### src/rtl/clk_activity_arbiter.sv
// clk_activity_arbiter
//   Clock-presence detector and BUFGMUX source arbiter running entirely on the
//   local 10 MHz reference. Each monitored domain supplies a slow toggle bit;
//   every channel is qualified by counting edges over a fixed window with
//   acquire/loss hysteresis. The lowest-index live channel (or a forced index)
//   is selected through a mute-bracketed switch sequence.
//
// Ports
//   clk10        in   reference clock, the only clock
//   rst_n        in   asynchronous active-low reset
//   tog_in       in   [N_CH]  per-channel toggle bits, asynchronous to clk10
//   force_en     in   manual override enable
//   force_sel    in   [SEL_W] manual override index
//   sel          out  [SEL_W] registered BUFGMUX select index
//   active       out  [N_CH]  registered qualified-alive flags
//   mute         out  high across the whole switch sequence
//   switch_pulse out  one-cycle strobe in the cycle sel changes
module clk_activity_arbiter #(
  parameter int N_CH      = 2,
  parameter int SEL_W     = (N_CH > 1) ? $clog2(N_CH) : 1,
  parameter int WIN_LOG2  = 24,
  parameter int EDGE_W    = 8,
  parameter int MIN_EDGES = 4,
  parameter int ACQ_WIN   = 2,
  parameter int LOSS_WIN  = 1,
  parameter int FALLBACK  = 0,
  parameter int MUTE_CYC  = 16
) (
  input  logic             clk10,
  input  logic             rst_n,
  input  logic [N_CH-1:0]  tog_in,
  input  logic             force_en,
  input  logic [SEL_W-1:0] force_sel,
  output logic [SEL_W-1:0] sel,
  output logic [N_CH-1:0]  active,
  output logic             mute,
  output logic             switch_pulse
);

  localparam int PS_W = $clog2(ACQ_WIN + 1);
  localparam int FS_W = $clog2(LOSS_WIN + 1);
  localparam int TM_W = (MUTE_CYC > 1) ? $clog2(MUTE_CYC) : 1;
  localparam logic [SEL_W-1:0] FB_SEL = SEL_W'(FALLBACK);
  localparam logic [TM_W-1:0]  TM_MAX = TM_W'(MUTE_CYC - 1);

  // Synchroniser plus history flop; edge_det fires on either transition.
  logic [N_CH-1:0] sync1_q, sync2_q, hist_q, edge_det;

  always_ff @(posedge clk10 or negedge rst_n) begin
    if (!rst_n) begin
      sync1_q <= '0;
      sync2_q <= '0;
      hist_q  <= '0;
    end else begin
      sync1_q <= tog_in;
      sync2_q <= sync1_q;
      hist_q  <= sync2_q;
    end
  end

  assign edge_det = sync2_q ^ hist_q;

  // Free-running observation window.
  logic [WIN_LOG2-1:0] win_cnt_q;
  logic                win_end;

  always_ff @(posedge clk10 or negedge rst_n) begin
    if (!rst_n) win_cnt_q <= '0;
    else        win_cnt_q <= win_cnt_q + 1'b1;
  end

  assign win_end = &win_cnt_q;

  for (genvar g = 0; g < N_CH; g++) begin : g_ch
    logic [EDGE_W-1:0] cnt_q;
    logic [EDGE_W:0]   cnt_incl;
    logic              pass;
    logic [PS_W-1:0]   pstk_q, pstk_nxt;
    logic [FS_W-1:0]   fstk_q, fstk_nxt;
    logic              act_q;

    // The window-end cycle's own edge counts toward the closing window here
    // and also seeds the next window through the reload below.
    always_comb begin
      cnt_incl = {1'b0, cnt_q} + {{EDGE_W{1'b0}}, edge_det[g]};
      pass     = (cnt_incl >= (EDGE_W + 1)'(MIN_EDGES));
      pstk_nxt = '0;
      fstk_nxt = '0;
      if (pass) pstk_nxt = (pstk_q == PS_W'(ACQ_WIN))  ? pstk_q : pstk_q + 1'b1;
      else      fstk_nxt = (fstk_q == FS_W'(LOSS_WIN)) ? fstk_q : fstk_q + 1'b1;
    end

    always_ff @(posedge clk10 or negedge rst_n) begin
      if (!rst_n) begin
        cnt_q  <= '0;
        pstk_q <= '0;
        fstk_q <= '0;
        act_q  <= 1'b0;
      end else if (win_end) begin
        cnt_q  <= EDGE_W'(edge_det[g]);
        pstk_q <= pstk_nxt;
        fstk_q <= fstk_nxt;
        if (!act_q && pstk_nxt == PS_W'(ACQ_WIN))
          act_q <= 1'b1;
        else if (act_q && fstk_nxt == FS_W'(LOSS_WIN))
          act_q <= 1'b0;
      end else if (edge_det[g] && cnt_q != '1) begin
        cnt_q <= cnt_q + 1'b1;
      end
    end

    assign active[g] = act_q;
  end

  // Selection target: forced index if valid, else lowest live channel.
  logic [SEL_W-1:0] target;
  logic             found;

  always_comb begin
    target = FB_SEL;
    found  = 1'b0;
    if (force_en) begin
      target = (int'(force_sel) >= N_CH) ? FB_SEL : force_sel;
    end else begin
      for (int unsigned i = 0; i < N_CH; i++) begin
        if (active[i] && !found) begin
          target = SEL_W'(i);
          found  = 1'b1;
        end
      end
    end
  end

  // Switch sequencer.
  typedef enum logic [1:0] {IDLE, PRE, POST} state_t;

  state_t           state_q, state_d;
  logic [TM_W-1:0]  timer_q, timer_d;
  logic [SEL_W-1:0] lat_q, lat_d, sel_d;
  logic             mute_d, pulse_d;

  always_comb begin
    state_d = state_q;
    timer_d = timer_q;
    lat_d   = lat_q;
    sel_d   = sel;
    mute_d  = mute;
    pulse_d = 1'b0;
    case (state_q)
      IDLE: begin
        if (target != sel) begin
          lat_d   = target;
          mute_d  = 1'b1;
          timer_d = TM_MAX;
          state_d = PRE;
        end
      end
      PRE: begin
        if (timer_q == '0) begin
          sel_d   = lat_q;
          pulse_d = 1'b1;
          timer_d = TM_MAX;
          state_d = POST;
        end else begin
          timer_d = timer_q - 1'b1;
        end
      end
      POST: begin
        if (timer_q == '0) begin
          mute_d  = 1'b0;
          state_d = IDLE;
        end else begin
          timer_d = timer_q - 1'b1;
        end
      end
      default: state_d = IDLE;
    endcase
  end

  always_ff @(posedge clk10 or negedge rst_n) begin
    if (!rst_n) begin
      state_q      <= IDLE;
      timer_q      <= '0;
      lat_q        <= '0;
      sel          <= FB_SEL;
      mute         <= 1'b0;
      switch_pulse <= 1'b0;
    end else begin
      state_q      <= state_d;
      timer_q      <= timer_d;
      lat_q        <= lat_d;
      sel          <= sel_d;
      mute         <= mute_d;
      switch_pulse <= pulse_d;
    end
  end

endmodule

### config.mk
export PLATFORM = sky130hd
export DESIGN_NAME = clk_activity_arbiter
export DESIGN_NICKNAME = d
export VERILOG_FILES = /design/src/rtl/clk_activity_arbiter.sv
export SDC_FILE = /design/constraint.sdc
export NUM_CORES = 1
export LEC_CHECK = 0
export BUFFER_PORTS_ARGS = -buffer_cell sky130_fd_sc_hd__buf_2
export CAP_MARGIN = 20
export CORE_ASPECT_RATIO = 2
export CORE_UTILIZATION = 35
export DETAILED_ROUTE_END_ITERATION = 16
export SYNTH_ARGS = -nofsm -noshare
export SYNTH_HDL_FRONTEND = slang
export SYNTH_SLANG_ARGS = --single-unit
### constraint.sdc
create_clock -name clk10 -period 3.8 [get_ports clk10]
set_input_delay 0.95 -clock clk10 [delete_from_list [all_inputs] [get_ports clk10]]
set_output_delay 0.95 -clock clk10 [all_outputs]
set_load 0.05 [all_outputs]
==> results of run 1 <==
-- cells in the mapped netlist (all sizes together), types with 5 or more instances --
cell / count
nand4: 11
xor2: 10
o21ai: 11
inv: 20
a31oi: 5
a21oi: 11
nand3: 21
nor3: 7
nand2: 20
xnor2: 17
mux2i: 5
and4: 5
and3: 10
dfrtp: 62
ha: 14
nor2: 24
-- logic make-up (layout without fill, tap and decap cells) --
logic type,Yosys count,count (layout),share of synthesized area [%]
and+or+nand+nor,112,112,20.3
DFF,62,62,49.8
AOI/OAI and AO/OA,48,48,10.2
xor gates and xnor gates,27,27,7.58
buffers and inverters,26,45,3.45
adders and majority gates,14,14,5.62
muxes,9,9,3.05
-- worst min path at each step --
stage	start	to	depth (start not counted)
finish	sync1_q[1]	sync2_q[1]	0
global route	sync1_q[0]	sync2_q[0]	0
CTS	sync1_q[1]	sync2_q[1]	0
detailed placement	sync1_q[1]	sync2_q[1]	0
global placement	sync1_q[1]	sync2_q[1]	0
floorplan	sync1_q[0]	sync2_q[0]	0
-- stage by stage --
step                setup WS, ns  utilization [%]
floorplan                   1.67                -
global placement            1.40             37.9
detailed placement          1.40             37.9
CTS                         1.73             41.1
global route                1.49             41.1
finish                      1.73             41.1
-- state kept, by name (all words and copies together) (netlist names), 4 cells and up --
register     flops
win_cnt_q       24
g_ch.cnt_q      16
g_ch.pstk_q      4
timer_q          4
-- layer usage --
metal / global-route usage (%) / wire (µm)
met1: 14.8 / 2310
met2: 25.9 / 3110
met3: 3.79 / 142
met4: 8.50 / 110
met5: 0 / 0
-- cells in the final DEF, fill, tap and decap left out, types with 5 or more instances in the layout --
cell        n
a21oi_1    11
a31oi_1     5
and3_1      7
buf_2      10
clkbuf_16   9
dfrtp_1    62
ha_1       14
inv_1      20
mux2i_1     5
nand2_1    20
nand3_1    19
nand4_1    11
nor2_1     24
nor3_1      7
o21ai_0    10
xnor2_1    17
xor2_1     10
-- critical path: cells and delay by family --
kind / cells / cell delay (ns)
simple gates: 1 / 0.07
buf+inv: 1 / 0.11
xor+xnor: 1 / 0.42
mux: 1 / 0.35
compound gates: 2 / 0.38
-- power by group --
group	leakage (nW)	switching, mW	internal [mW]
Clock	0.137	0.263	0.512
Sequential	0.786	0.141	0.767
Combinational	0.751	0.268	0.221
Total	1.67	0.672	1.50
-- cell type report --
class                           count  area, µm²  area share, %
Clock inverter                      2       35.0          0.986
Timing Repair Buffer               12       65.1           1.83
Inverter                           20       75.1           2.11
Sequential cell                    62       1550           43.7
Clock buffer                       11        243           6.83
Multi-Input combinational cell    210       1460           41.1
Tap cell                          100        125           3.52
==> impl_metrics.py, run 1 <==
metrics = {
    "timing": {
        "slew_headroom_pct": 51.5,
        "hold_viol": 0,
        "fin_setup_tns_ns": 0,
        "tightest_slew_ns": 0.721,
        "timing.final.crit_share_pct": 54.4,
        "fin_skew_ns": 0.00641,
        "rsz0062_at_grt": "false",
        "min_period_ns": 2.07,
        "drv_slew": 0,
        "setup_viol": 0,
        "hold_slack_ns": 0.344,
        "fmax_mhz": 484,
    },
    "detailed_routing": {
        "antenna_left": 0,
        "dr.pass1.iters": 4,
        "vias": 2211,
        "routed_wl_mm": 5.67,
        "vias_per_cell": 5.30,
        "drc": 0,
        "drt_iter0_drc": 108,
        "wl_per_cell_um": 13.6,
    },
    "placement": {
        "dp_cells": 404,
        "placed_area_mm2": 0.00328,
        "dp_hpwl_mm": 4.01,
        "routabilityCongestion": 0.747,
        "numPortBuffers": 10,
    },
    "global_routing": {
        "grt-ovfl-total": 0,
        "grt_max_degree": 38,
        "grt_usage_pct": 14.7,
        "grt_pass1_vias": 2284,
        "grt_pass1_wl_mm": 10.0,
        "antenna_found_initial": 0,
    },
    "synth": {
        "postSynth.asyncResetShare_pct": 100,
        "yosysUniqueCellTypes": 48,
        "syn-num-nets": 318,
        "syn_inst": 298,
        "syn_area_mm2": 0.00312,
        "synth_area_leaders": "dfrtp_1 50%, ha_1 5.6%, xnor2_1 4.8%",
        "synth-edff-count": 0,
        "synth_warnings": 0,
        "yosysSeqAreaShare_pct": 49.8,
        "synth_top_cell_by_area": "dfrtp_1",
        "synth_top_area_share_pct": 49.8,
        "synth_ff_type": "dfrtp_1",
        "ys_ff_latch": 62,
        "synth_area_per_cell_um2": 10.5,
    },
    "clocking": {
        "clockBufferDepth": 2,
        "cts_resized": 0,
        "cts_hold_buf": 0,
        "clock_latency_ns": 0.32,
        "clockRootBuffer": "clkbuf_16",
        "post_cts_buffers": 0,
        "clkSlewWorstSetupHoldPaths_ns": 0.05,
        "cts_buffers": 9,
        "cts_sinks": 62,
        "cts_tree": "built",
        "htreeDepth": 3,
    },
    "die": {
        "die_w_um": 68.7,
        "rows": 48,
        "dieHeight_um": 135,
        "fp.coreArea_mm2": 0.00865,
        "start_util_pct": 36.1,
        "fp.dieArea_mm2": 0.00931,
        "io_pins": 11,
    },
    "worst_setup_path": {
        "cpMaxStageDelayCell": "xnor2_1",
        "cp_max_fo": 7,
        "r2r_slack_ns": 1.74,
        "critical_path.max_stage_delay_ns": 0.42,
        "critPathLaunchType": "input pin",
        "required_ns": 4.00,
        "r2r-end": "g_ch[1].pstk_q[0]",
        "cp-end-kind": "flop",
        "ff2ff_path_depth": 8,
        "crit_start": "force_en",
        "rr_startpoint": "hist_q[1]",
        "arrival_ns": 2.27,
        "path_class": "input pin to flop",
        "endpoint": "timer_q[0]",
        "crit_chain": "buf_2 > nand2_1 > o21ai_2 > xnor2_1 > a221o_1 > mux2_2",
    },
    "finish": {
        "fillers": 859,
        "design_area_mm2": 0.00355,
        "antennaDiodeCount": 0,
        "area_growth_syn_to_layout_pct": 14.0,
        "final_net_count": 335,
        "stdcell_count": 417,
        "drive_above_1_share_pct": 12.3,
    },
    "flow_run": {
        "timing.max_cap.violations": 0,
    },
    "status": {
        "outcome": "complete, no violations",
    },
    "worst_hold_path": {
        "hold_path.class": "flop to flop",
    },
    "power_and_ir_drop": {
        "vdd_drop_max_mv": 0.230,
        "p_total_mw": 2.17,
        "powerDensity_mw_per_mm2": 611,
        "leakagePower_nw": 1.67,
    },
}
Power figures use the tool's default switching activity.
==> run 2: changes to the inputs <==
--- a/config.mk
+++ b/config.mk
@@ -5,6 +5,7 @@
 export SDC_FILE = /design/constraint.sdc
 export NUM_CORES = 1
 export LEC_CHECK = 0
+export ABC_AREA = 1
 export BUFFER_PORTS_ARGS = -buffer_cell sky130_fd_sc_hd__buf_2
 export CAP_MARGIN = 20
 export CORE_ASPECT_RATIO = 2
==> constraint.sdc (replaced) <==
create_clock -name clk10 -period 2.05 [get_ports clk10]
set_input_delay 0.5125 -clock clk10 [delete_from_list [all_inputs] [get_ports clk10]]
set_output_delay 0.5125 -clock clk10 [all_outputs]
set_load 0.05 [all_outputs]
==> impl_metrics.py, run 2 <==
metrics = {
    "timing": {
        "fin_setup_tns_ns": 0,
        "min_period_ns": 1.85,
        "rsz0062_at_grt": "false",
        "hold_viol": 0,
        "hold_slack_ns": 0.110,
        "fmax_mhz": 540,
        "timing.final.crit_share_pct": 90.3,
        "tightest_slew_ns": 0.428,
        "drv_slew": 0,
        "setup_viol": 0,
        "slew_headroom_pct": 71.3,
        "fin_skew_ns": 0.00553,
    },
    "power_and_ir_drop": {
        "leakagePower_nw": 1.83,
        "p_total_mw": 4.07,
        "powerDensity_mw_per_mm2": 1070,
        "vdd_drop_max_mv": 0.503,
    },
    "die": {
        "start_util_pct": 36.0,
        "dieHeight_um": 141,
        "fp.dieArea_mm2": 0.0101,
        "rows": 50,
        "fp.coreArea_mm2": 0.00938,
        "io_pins": 11,
        "die_w_um": 71.5,
    },
    "finish": {
        "mostFrequentLayoutCell": "nand2_1",
        "antennaDiodeCount": 0,
        "final_net_count": 428,
        "stdcell_count": 517,
        "regMostFlops": "win_cnt_q",
        "largest_register_ffs": 24,
        "most-common-layout-cells": "94 x nand2_1, 62 x dfrtp_1, 41 x inv_1, 37 x nand3_1, 26 x nor2_1",
        "drive_above_1_share_pct": 11.9,
        "design_area_mm2": 0.00381,
        "top_regs": "win_cnt_q x24, g_ch.cnt_q x16",
        "area_growth_syn_to_layout_pct": 12.7,
    },
    "global_routing": {
        "antenna_found_initial": 0,
        "grt_pass1_vias": 2702,
        "grt_pass1_wl_mm": 12.1,
        "grt_usage_pct": 15.7,
        "grt_max_degree": 37,
        "grt-ovfl-total": 0,
    },
    "synth": {
        "synth_top_cell_by_area": "dfrtp_1",
        "synth_area_per_cell_um2": 8.64,
        "syn_area_mm2": 0.00338,
        "yosysSeqAreaShare_pct": 45.9,
        "syn-num-nets": 411,
        "synth-edff-count": 0,
        "syn_inst": 391,
        "synth_area_leaders": "dfrtp_1 46%, nand2_1 11%, xor2_1 6.5%",
        "synthTopCellsByCount": "95 x nand2_1, 62 x dfrtp_1, 41 x inv_1",
        "synth_ff_type": "dfrtp_1",
        "synth_warnings": 0,
        "synth_most_common_cell": "nand2_1",
        "ys_ff_latch": 62,
        "synth_top_area_share_pct": 45.9,
        "yosysUniqueCellTypes": 28,
        "postSynth.asyncResetShare_pct": 100,
    },
    "worst_setup_path": {
        "arrival_ns": 2.06,
        "cp-end-kind": "flop",
        "critPathLaunchType": "flop",
        "path_class": "flop to flop",
        "cp_max_fo": 20,
        "required_ns": 2.26,
    },
    "clocking": {
        "htreeDepth": 3,
        "cts_tree": "built",
        "post_cts_buffers": 0,
        "clkSlewWorstSetupHoldPaths_ns": 0.05,
        "clockRootBuffer": "clkbuf_16",
        "cts_sinks": 62,
        "cts_buffers": 9,
        "clock_latency_ns": 0.33,
        "clockBufferDepth": 2,
    },
    "placement": {
        "dp_hpwl_mm": 5.06,
        "placed_area_mm2": 0.00352,
        "dp_cells": 501,
        "routabilityCongestion": 0.843,
        "numPortBuffers": 10,
    },
    "status": {
        "outcome": "complete, no violations",
    },
    "detailed_routing": {
        "drt_iter0_drc": 158,
        "wl_per_cell_um": 13.1,
        "vias_per_cell": 4.95,
        "antenna_left": 0,
        "routed_wl_mm": 6.75,
        "dr.pass1.iters": 4,
        "drc": 0,
        "vias": 2561,
    },
    "worst_hold_path": {
        "hold_path.class": "input pin to asynchronous set/reset pin",
    },
    "flow_run": {
        "timing.max_cap.violations": 0,
    },
}
## run 2: cell type report
| cell class | count | area (µm²) |
|---|---|---|
| Multi-Input combinational cell | 279 | 1590 |
| Clock buffer | 11 | 233 |
| Tap cell | 104 | 130 |
| Sequential cell | 62 | 1550 |
| Fill cell | 951 | 5570 |
| Timing Repair Buffer | 14 | 96.3 |
| Inverter | 42 | 158 |
| Clock inverter | 5 | 50.0 |
## run 2: logic make-up after synthesis
| group | share of synthesized area [%] |
|---|---|
| compound gates | 5.11 |
| xor+xnor | 9.59 |
| fa+ha+maj | 5.18 |
| buf+inv | 7.07 |
| flops | 45.9 |
| simple gates | 27.1 |
## run 2: routing by layer
layer | GRT usage (%) | wire length (µm)
met4 | 8.77 | 263
met5 | 0 | 0
met3 | 3.65 | 164
met2 | 28.2 | 3630
met1 | 16.3 | 2700
## run 2: final timing paths
| path | slack (ns) | depth (start not counted) | startpoint | to |
|---|---|---|---|---|
| min in group clk10 | 0.29 | 1 | tog_in[0] | sync1_q[0] |
| max in group asynchronous | 1.40 | 2 | rst_n | g_ch[0].cnt_q[3] |
| worst max register to register | 0.20 | 11 | win_cnt_q[0] | g_ch[0].cnt_q[0] |
| worst min register to register | 0.35 | 0 | sync1_q[1] | sync2_q[1] |
| worst max-delay path | 0.20 | 11 | win_cnt_q[0] | g_ch[0].cnt_q[0] |
| worst min-delay path | 0.11 | 1 | rst_n | win_cnt_q[3] |
## run 2: power breakdown
part	total, mW	internal, mW	switching, mW
Combinational	1.03	0.368	0.658
Sequential	1.59	1.41	0.184
Clock	1.45	0.931	0.523
Total	4.07	2.71	1.37
## run 2: worst max-delay path: stages, from the launching register on
cell and delay, ns:
dfrtp_1 0.41, ha_1 0.24, nand3_2 0.12, inv_2 0.11, nand2_4 0.06, nor2_4 0.12
nand2_2 0.18, buf_6 0.23, nand2_1 0.07, nand2_1 0.04, nand2_1 0.05, o21ai_0 0.08
## run 2: metrics by stage
stage,setup WS (ns),util [%]
after CTS,0.123,40.5
after floorplan,0.477,-
after global placement,0.184,37.5
after global routing,0.0223,40.6
final,0.199,40.6
after detailed placement,0.125,37.5
## run 2: what timing repair did
item,CTS,global route
hold buffers,0,0
gates resized for setup,0,2
endpoints found under the setup margin,0,8
